$ cat config.mk
export PLATFORM = sky130hd
export DESIGN_NAME = logicunit_bist
export DESIGN_NICKNAME = d
export VERILOG_FILES = /design/src/rtl/logicunit_bist_pkg.sv /design/src/rtl/logicunit_bist_lfsr32_galois.sv /design/src/rtl/logicunit_bist.sv
export SDC_FILE = /design/constraint.sdc
export NUM_CORES = 1
export LEC_CHECK = 0
export BUFFER_PORTS_ARGS = -buffer_cell sky130_fd_sc_hd__buf_2
export CORE_MARGIN = 2
export CORE_UTILIZATION = 57
export DETAILED_ROUTE_END_ITERATION = 8
export PLACE_DENSITY_LB_ADDON = 0.3
export SLEW_MARGIN = 10
export SYNTH_ARGS = -nofsm -noshare
export SYNTH_HDL_FRONTEND = slang
export SYNTH_SLANG_ARGS = --single-unit
export TNS_END_PERCENT = 20
$ cat constraint.sdc
create_clock -name clock -period 2.6 [get_ports clock]
set_clock_uncertainty 0.05 [all_clocks]
set_input_delay 0.26 -clock clock [delete_from_list [all_inputs] [get_ports clock]]
set_output_delay 0.26 -clock clock [all_outputs]
set_load 0.02 [all_outputs]
$ cat src/rtl/logicunit_bist_pkg.sv
// Shared definitions for the logic-unit BIST controller: op codes, LFSR polynomial,
// FSM state encoding and the Galois step used by every LFSR/MISR instance.
package logicunit_bist_pkg;

  localparam logic [1:0] OP_AND = 2'd0;
  localparam logic [1:0] OP_OR  = 2'd1;
  localparam logic [1:0] OP_NOR = 2'd2;
  localparam logic [1:0] OP_XOR = 2'd3;

  // x^32 + x^22 + x^2 + x + 1 as a right-shifting Galois tap mask
  localparam logic [31:0] LFSR_POLY = 32'h8020_0003;

  typedef enum logic [1:0] {
    IDLE = 2'd0,
    RUN  = 2'd1,
    DONE = 2'd2
  } state_t;

  function automatic logic [31:0] galois_step(input logic [31:0] s);
    return (s >> 1) ^ (s[0] ? LFSR_POLY : 32'h0);
  endfunction

endpackage

$ cat src/rtl/logicunit_bist_lfsr32_galois.sv
// 32-bit right-shift Galois LFSR with seed load and step enable; the xin port
// folds data into the feedback so the same block serves as a MISR.
module lfsr32_galois
  import logicunit_bist_pkg::*;
(
  input  logic        clock,
  input  logic        reset,
  input  logic        load,
  input  logic        step,
  input  logic [31:0] seed,
  input  logic [31:0] xin,
  output logic [31:0] state
);

  always_ff @(posedge clock) begin
    if (!reset || load) begin
      state <= seed;
    end else if (step) begin
      state <= galois_step(state) ^ xin;
    end
  end

endmodule

$ cat src/rtl/logicunit_bist.sv
// BIST controller driving a combinational AND/OR/NOR/XOR logic unit with LFSR
// operands and checking every result. Define LOGICUNIT_BIST_MISR_EN for the MISR signature.
module logicunit_bist
  import logicunit_bist_pkg::*;
#(
  parameter int          WIDTH   = 32,
  parameter int          VECTORS = 256,
  parameter logic [31:0] SEED_A  = 32'hACE1_2468,
  parameter logic [31:0] SEED_B  = 32'h1357_9BDF
) (
  input  logic             clock,
  input  logic             reset,
  input  logic             start,
  output logic [WIDTH-1:0] A,
  output logic [WIDTH-1:0] B,
  output logic [1:0]       control,
  input  logic [WIDTH-1:0] dut_out,
  output logic             busy,
  output logic             done,
  output logic             pass,
  output logic [15:0]      err_count,
  output logic [1:0]       first_fail_op,
  output logic [15:0]      first_fail_vec,
  output logic [31:0]      signature
);

  localparam logic [15:0] LAST_IDX = 16'(VECTORS - 1);

  function automatic logic [15:0] sat_inc(input logic [15:0] v);
    return (v == 16'hFFFF) ? v : v + 16'd1;
  endfunction

  state_t           state, state_nxt;
  logic             run_load, run_step, last_vec, mismatch;
  logic [15:0]      idx;
  logic [WIDTH-1:0] gold;
  logic [31:0]      a_lfsr, b_lfsr, a_nxt, b_nxt;

  lfsr32_galois u_lfsr_a (
    .clock(clock), .reset(reset), .load(run_load), .step(run_step),
    .seed(SEED_A), .xin(32'h0), .state(a_lfsr)
  );

  lfsr32_galois u_lfsr_b (
    .clock(clock), .reset(reset), .load(run_load), .step(run_step),
    .seed(SEED_B), .xin(32'h0), .state(b_lfsr)
  );

  // A/B registers run in lockstep with the LFSRs but are cleared by reset
  assign a_nxt = galois_step(a_lfsr);
  assign b_nxt = galois_step(b_lfsr);

  always_comb begin
    gold = A ^ B;
    case (control)
      OP_AND:  gold = A & B;
      OP_OR:   gold = A | B;
      OP_NOR:  gold = ~(A | B);
      default: gold = A ^ B;
    endcase
  end

  assign mismatch = (dut_out != gold);
  assign last_vec = (control == OP_XOR) && (idx == LAST_IDX);
  assign pass     = done && (err_count == 16'h0);

  always_ff @(posedge clock) begin
    if (!reset) state <= IDLE;
    else        state <= state_nxt;
  end

  always_comb begin
    state_nxt = state;
    case (state)
      IDLE:    if (start) state_nxt = RUN;
      RUN:     if (last_vec) state_nxt = DONE;
      DONE:    if (start) state_nxt = RUN;
      default: state_nxt = IDLE;
    endcase
  end

  always_comb begin
    busy     = 1'b0;
    done     = 1'b0;
    run_load = 1'b0;
    run_step = 1'b0;
    case (state)
      IDLE: run_load = start;
      RUN: begin
        busy     = 1'b1;
        run_step = 1'b1;
      end
      DONE: begin
        done     = 1'b1;
        run_load = start;
      end
      default: ;
    endcase
  end

  // Final vector leaves A/B/control on the last applied values for DONE
  always_ff @(posedge clock) begin
    if (!reset) begin
      A              <= '0;
      B              <= '0;
      control        <= OP_AND;
      idx            <= '0;
      err_count      <= '0;
      first_fail_op  <= '0;
      first_fail_vec <= '0;
    end else if (run_load) begin
      A              <= SEED_A[WIDTH-1:0];
      B              <= SEED_B[WIDTH-1:0];
      control        <= OP_AND;
      idx            <= '0;
      err_count      <= '0;
      first_fail_op  <= '0;
      first_fail_vec <= '0;
    end else if (run_step) begin
      if (mismatch) begin
        err_count <= sat_inc(err_count);
        if (err_count == 16'h0) begin
          first_fail_op  <= control;
          first_fail_vec <= idx;
        end
      end
      if (!last_vec) begin
        A <= a_nxt[WIDTH-1:0];
        B <= b_nxt[WIDTH-1:0];
        if (idx == LAST_IDX) begin
          idx     <= '0;
          control <= control + 2'd1;
        end else begin
          idx <= idx + 16'd1;
        end
      end
    end
  end

`ifdef LOGICUNIT_BIST_MISR_EN
  logic [31:0] dut_ext;
  assign dut_ext = 32'(dut_out);

  lfsr32_galois u_misr (
    .clock(clock), .reset(reset), .load(run_load), .step(run_step),
    .seed(32'h0), .xin(dut_ext), .state(signature)
  );
`else
  assign signature = 32'h0;
`endif

endmodule

==> impl_metrics.json, run 1 <==
{
  "leakagePower_nw": 5.23,
  "antenna_cells": 0,
  "clk_pin_slew_ns": 0.07,
  "vias_per_cell": 5.61,
  "cap_violations": 0,
  "grt.total_usage_pct": 28.7,
  "port_buffers": 137,
  "io_pins": 170,
  "drive_above_1_share_pct": 21.4,
  "clk-insertion-delay-late_ns": 0.45,
  "synth-seq-cells": 182,
  "synth_seq_area_share_pct": 37.7,
  "setup_viol": 33,
  "crit_path_frequent_cell": "buf_6",
  "fin_crit_ns": 2.71,
  "fin_crit_sh_pct": 104,
  "area_delta_synth_final_pct": 20.9,
  "drt-total-wl_mm": 26.8,
  "synth_common_cells": "nand2_1 (249), dfxtp_1 (182), a21oi_1 (123), ha_1 (71), inv_1 (71)",
  "wl_per_cell_um": 17.2,
  "cp_max_fo": 6,
  "dp_hpwl_mm": 17.6,
  "relSlewSlack_pct": 55.8,
  "synth-main-ff-cell": "dfxtp_1",
  "power.density_nw_per_um2": 575,
  "irDropWorstVdd_v": 0.000519,
  "synth_cell_types": 47,
  "synth_area_leader_cell": "dfxtp_1",
  "ant_nets": 0,
  "cts_made_buffers": 17,
  "cts_tree": "built",
  "report.final.slew_viol_count": 0,
  "syn_area_per_cell_um2": 8.14,
  "max_stage_delay_ns": 0.37,
  "status": "finished, violations left",
  "antenna_found_initial": 0,
  "die_area_um2": 18000,
  "clkSinkCount": 182,
  "first_iter_violations": 804,
  "vias": 8747,
  "worst_slew_pin_slew_ns": 0.660,
  "root_buffer": "clkbuf_16",
  "synth_area_um2": 9670,
  "grt_max_degree": 101,
  "yosysMostFrequentCell": "nand2_1",
  "endpoint_kind": "register",
  "fillers": 1313,
  "worstSetupPathType": "reg2reg",
  "final_nets": 1433,
  "clockBufferDepth": 2,
  "first_pass_iters": 5,
  "yosysTopAreaCellShare_pct": 37.7,
  "fmax_ghz": 0.368,
  "arrival_ns": 3.00,
  "hold_violations": 0,
  "gp_congestion": 0.884,
  "path_cells": "buf_6, ha_4, buf_4, mux2i_1, a2bb2oi_2, xnor2_1, nand4_1, nor4_4, nand2_2, buf_6, a31o_4, o211a_1",
  "fp.dieH_um": 134,
  "holdBufCountCts": 0,
  "core_um2": 16600,
  "grt_pass1_vias": 7985,
  "cp-start-kind": "register",
  "multi_input_area_um2": 5540,
  "final.setup.tns_ns": -1.46,
  "fin_total_pwr_mw": 6.73,
  "required_ns": 2.89,
  "start_util_pct": 58.3,
  "ys_async_sr_fraction_pct": 0,
  "row_count": 47,
  "fin_ws_ns": -0.114,
  "hp-class": "in2reg",
  "seq_area_um2": 3650,
  "failed_checks": "negative setup slack",
  "yosysWarningCount": 0,
  "synth_edf_count": 0,
  "die_width_um": 134,
  "cp_slowest_cell": "dfxtp_4",
  "drc": 0,
  "cts-htree-levels": 4,
  "postSynthCellCount": 1188,
  "rsz0062_at_grt": "yes",
  "grt_pass1_wl_mm": 41.0,
  "synth.area.top_cells": "dfxtp_1 (38%), nand2_1 (9.7%), ha_1 (9.2%), a21oi_1 (6.4%), mux2i_1 (6.3%)",
  "grt_overflow": 0
}
-- repair_timing --
action / in CTS / in global routing
endpoints found under the setup margin: 34 / 39
buffers inserted: 2 / 1
cloned: 3 / 3
resized for setup: 20 / 44
pin swaps: 7 / 17
hold endpoints to repair: 0 / 0
-- registers in the layout, summed over array words and instances, names as in the netlist --
| register | flops |
|---|---|
| A | 32 |
| B | 32 |
| control | 2 |
| err_count | 16 |
| first_fail_op | 2 |
| first_fail_vec | 16 |
| idx | 16 |
| state | 2 |
| u_lfsr_a.state | 32 |
| u_lfsr_b.state | 32 |
-- critical path: cells and delay by family, from the launching register on --
| family | cells | cell delay [ns] |
|---|---|---|
| compound gates | 3 | 0.42 |
| fa+ha+maj | 1 | 0.20 |
| xor+xnor | 1 | 0.20 |
| buf+inv | 3 | 0.47 |
| flops | 1 | 0.37 |
| simple gates | 3 | 0.72 |
| mux | 1 | 0.19 |
-- metal layers --
metal,part of all wire [%],track usage [%],vias up
li1,-,-,4169
met1,43,38.1,4169
met5,0,0,-
met2,47,45.9,356
met4,2.6,9.18,0
met3,7.4,6.99,53
-- through the flow --
step,setup WS (ns),std cells,utilization [%],instance area (um2),hold slack [ns]
after global placement,-0.292,1520,64.2,10600,0.389
after global routing,-0.212,1560,70.5,11700,0.143
after floorplan,0.0347,1219,-,9790,0.395
after CTS,0.00151,1557,68.7,11400,0.139
final,-0.114,1560,70.5,11700,0.145
after detailed placement,-0.379,1520,64.2,10600,0.395
-- path summary, 6_finish.rpt --
check | endpoint | start | cells past startpoint | slack (ns)
min reg2reg | first_fail_vec[10] | first_fail_vec[10] | 2 | 0.41
min | state[1] | start | 3 | 0.14
max reg2reg | err_count[15] | control[1] | 12 | -0.11
max | err_count[15] | control[1] | 12 | -0.11
-- area by class of cell --
type	count	share of cell area [%]
multi-input combinational	853	47.4
tap	220	2.35
sequential	182	31.2
inverter	72	2.33
clock buffer	18	3.76
clock inverter	14	1.28
timing repair buffer	201	11.7
-- placed cells by master, fill, tap and decap left out, types with 4 or more instances in the layout --
master / n
a2bb2oi_2: 16
a211oi_1: 7
nand2b_1: 11
buf_4: 46
nand3_1: 48
dfxtp_1: 180
and3_1: 9
mux2i_4: 6
conb_1: 32
a2bb2oi_1: 16
nand2_1: 246
a21oi_1: 120
a21boi_0: 31
xnor2_1: 40
buf_6: 4
ha_1: 67
clkbuf_16: 20
nor2_1: 63
xor2_1: 12
inv_6: 7
buf_12: 9
inv_1: 68
nand4_1: 14
mux2i_1: 53
nor3_1: 7
buf_2: 138
-- where the power goes --
group          switching [mW]  leakage, nW  internal, mW  total [mW]
registers               0.119         1.49          2.91        3.03
logic                   0.673         3.45         0.414        1.09
clock network            1.22        0.289          1.39        2.61
total                    2.01         5.23          4.71        6.73
-- cell families (layout without fill, tap and decap cells) --
family          after synthesis  after routing  share of synthesized area [%]
compound gates              212            212                           13.7
xor+xnor                     53             53                           4.80
fa+ha+maj                    71             71                           9.18
buf+inv                     184            305                           9.29
flops                       182            182                           37.7
mux                          61             61                           6.31
other cells                   1             32                         0.0388
simple gates                424            424                           19.0
No activity file was read; power rests on OpenSTA's default activity.
==> run 2, diff against run 1 <==
--- a/config.mk
+++ b/config.mk
@@ -7,7 +7,7 @@
 export LEC_CHECK = 0
 export BUFFER_PORTS_ARGS = -buffer_cell sky130_fd_sc_hd__buf_2
 export CORE_MARGIN = 2
-export CORE_UTILIZATION = 57
+export CORE_UTILIZATION = 41
 export DETAILED_ROUTE_END_ITERATION = 8
 export PLACE_DENSITY_LB_ADDON = 0.3
 export SLEW_MARGIN = 10
==> run 2 against run 1 <==
Net effect:
- critical endpoint unchanged
- largest cell class unchanged
- highest routed layer unchanged
- clock power hardly changed
- setup slack better by 0.022 ns
- die area is 38% higher
- the run still ends with negative setup slack left
==> impl_metrics.json, run 2 (synthesized netlist as in run 1, its figures left out) <==
{
  "hold_violations": 0,
  "fin_crit_sh_pct": 104,
  "fin_crit_ns": 2.69,
  "leakagePower_nw": 5.29,
  "grt_max_degree": 101,
  "die_area_um2": 24800,
  "arrival_ns": 2.98,
  "drive_above_1_share_pct": 21.4,
  "clkSinkCount": 182,
  "hold_path_end": "B[12]",
  "grt_overflow": 0,
  "start_util_pct": 41.5,
  "report.final.slew_viol_count": 0,
  "rsz0062_at_grt": "yes",
  "first_pass_iters": 4,
  "dp_hpwl_mm": 18.9,
  "antenna_cells": 0,
  "cp-start-kind": "register",
  "seq_area_um2": 3650,
  "r2r-end": "err_count[15]",
  "reg2reg_from": "control[1]",
  "vias_per_cell": 5.12,
  "worstSetupPathType": "reg2reg",
  "drt-total-wl_mm": 27.6,
  "final.setup.tns_ns": -1.16,
  "worst-r2r-cell-count": 13,
  "power.density_nw_per_um2": 565,
  "fp.dieH_um": 158,
  "required_ns": 2.89,
  "drc": 0,
  "die_width_um": 158,
  "fillers": 2240,
  "gp_congestion": 0.877,
  "port_buffers": 137,
  "final_nets": 1441,
  "area_delta_synth_final_pct": 22.1,
  "final_common_cell": "nand2_1",
  "clk-insertion-delay-late_ns": 0.44,
  "cts-htree-levels": 4,
  "root_buffer": "clkbuf_16",
  "vias": 8538,
  "fin_area_um2": 11800,
  "fin_total_pwr_mw": 6.67,
  "clk_pin_slew_ns": 0.08,
  "final_cell_mix": "nand2_1 (245), dfxtp_1 (180), buf_2 (137), a21oi_1 (122), inv_1 (68)",
  "cap_violations": 0,
  "core_um2": 23300,
  "setup_viol": 30,
  "grt_pass1_vias": 7851,
  "place_area_um2": 10800,
  "ant_nets": 0,
  "cts_tree": "built",
  "endpoint_kind": "register",
  "io_pins": 170,
  "hold_depth": 2,
  "first_iter_violations": 572,
  "clockBufferDepth": 2,
  "grt.total_usage_pct": 21.9,
  "fin_ws_ns": -0.0916,
  "hp-class": "in2reg",
  "holdBufCountCts": 0,
  "grt_pass1_wl_mm": 42.4,
  "irDropWorstVdd_v": 0.000436,
  "antenna_found_initial": 1,
  "r2r_setup_slack_ns": -0.09,
  "hp-start": "reset",
  "status": "finished, violations left",
  "failed_checks": "negative setup slack",
  "row_count": 56,
  "fmax_ghz": 0.372,
  "cts_made_buffers": 17,
  "crit_path_start": "control[1]",
  "wl_per_cell_um": 16.6,
  "multi_input_area_um2": 5460,
  "cp_max_fo": 7,
  "relSlewSlack_pct": 44.1,
  "worst_slew_pin_slew_ns": 0.839
}
[run 2: how the worst max path moves through the flow]
stage,endpoint,cells past startpoint
after floorplan,first_fail_op[0],13
after global placement,first_fail_vec[7],10
after detailed placement,first_fail_vec[15],12
after CTS,err_count[15],12
after global routing,err_count[14],11
final,err_count[15],13
[run 2: worst max-delay path: stages, from the launching register on]
cell and delay [ns]:
dfxtp_4 0.39, inv_4 0.06, ha_4 0.18, buf_12 0.15, buf_6 0.15, mux2i_2 0.19, a2bb2oi_2 0.10, xnor2_1 0.16
nand4_1 0.24, nor4_4 0.29, nand2_4 0.15, buf_12 0.17, a31o_4 0.20, o211a_1 0.11
[run 2: routing by layer]
layer | vias up | wire length, um | global-route usage, %
met3 | 25 | 1940 | 4.60
met1 | 4052 | 12800 | 30.9
li1 | 4176 | - | -
met5 | - | 0 | 0
met4 | 0 | 431 | 5.02
met2 | 285 | 12400 | 34.3
[run 2: layout make-up]
cell class | count | area share (%)
clock buffer | 17 | 3.60
sequential | 182 | 30.9
inverter | 72 | 2.35
clock inverter | 15 | 1.33
multi-input combinational | 853 | 46.3
timing repair buffer | 209 | 12.2
tap | 319 | 3.38
[run 2: stage by stage]
stage	cells	worst slack, ns	hold WS [ns]	util [%]
floorplan	1219	0.0347	0.395	-
global placement	1627	-0.326	0.389	46.5
detailed placement	1627	-0.441	0.396	46.5
CTS	1660	-0.0571	0.0785	49.2
global route	1667	-0.199	0.0852	50.6
finish	1667	-0.0916	0.0983	50.6
[run 2: what timing repair did]
action | CTS | global route
setup buffers | 1 | 4
pin swaps | 4 | 16
endpoints found under the hold margin | 0 | 0
setup endpoints to repair | 33 | 36
gates cloned | 0 | 4
gates resized for setup | 7 | 44
[run 2: report_power, final]
part | leakage (nW) | switching (mW) | internal (mW)
clock network | 0.284 | 1.29 | 1.29
logic | 3.52 | 0.664 | 0.404
registers | 1.49 | 0.119 | 2.91
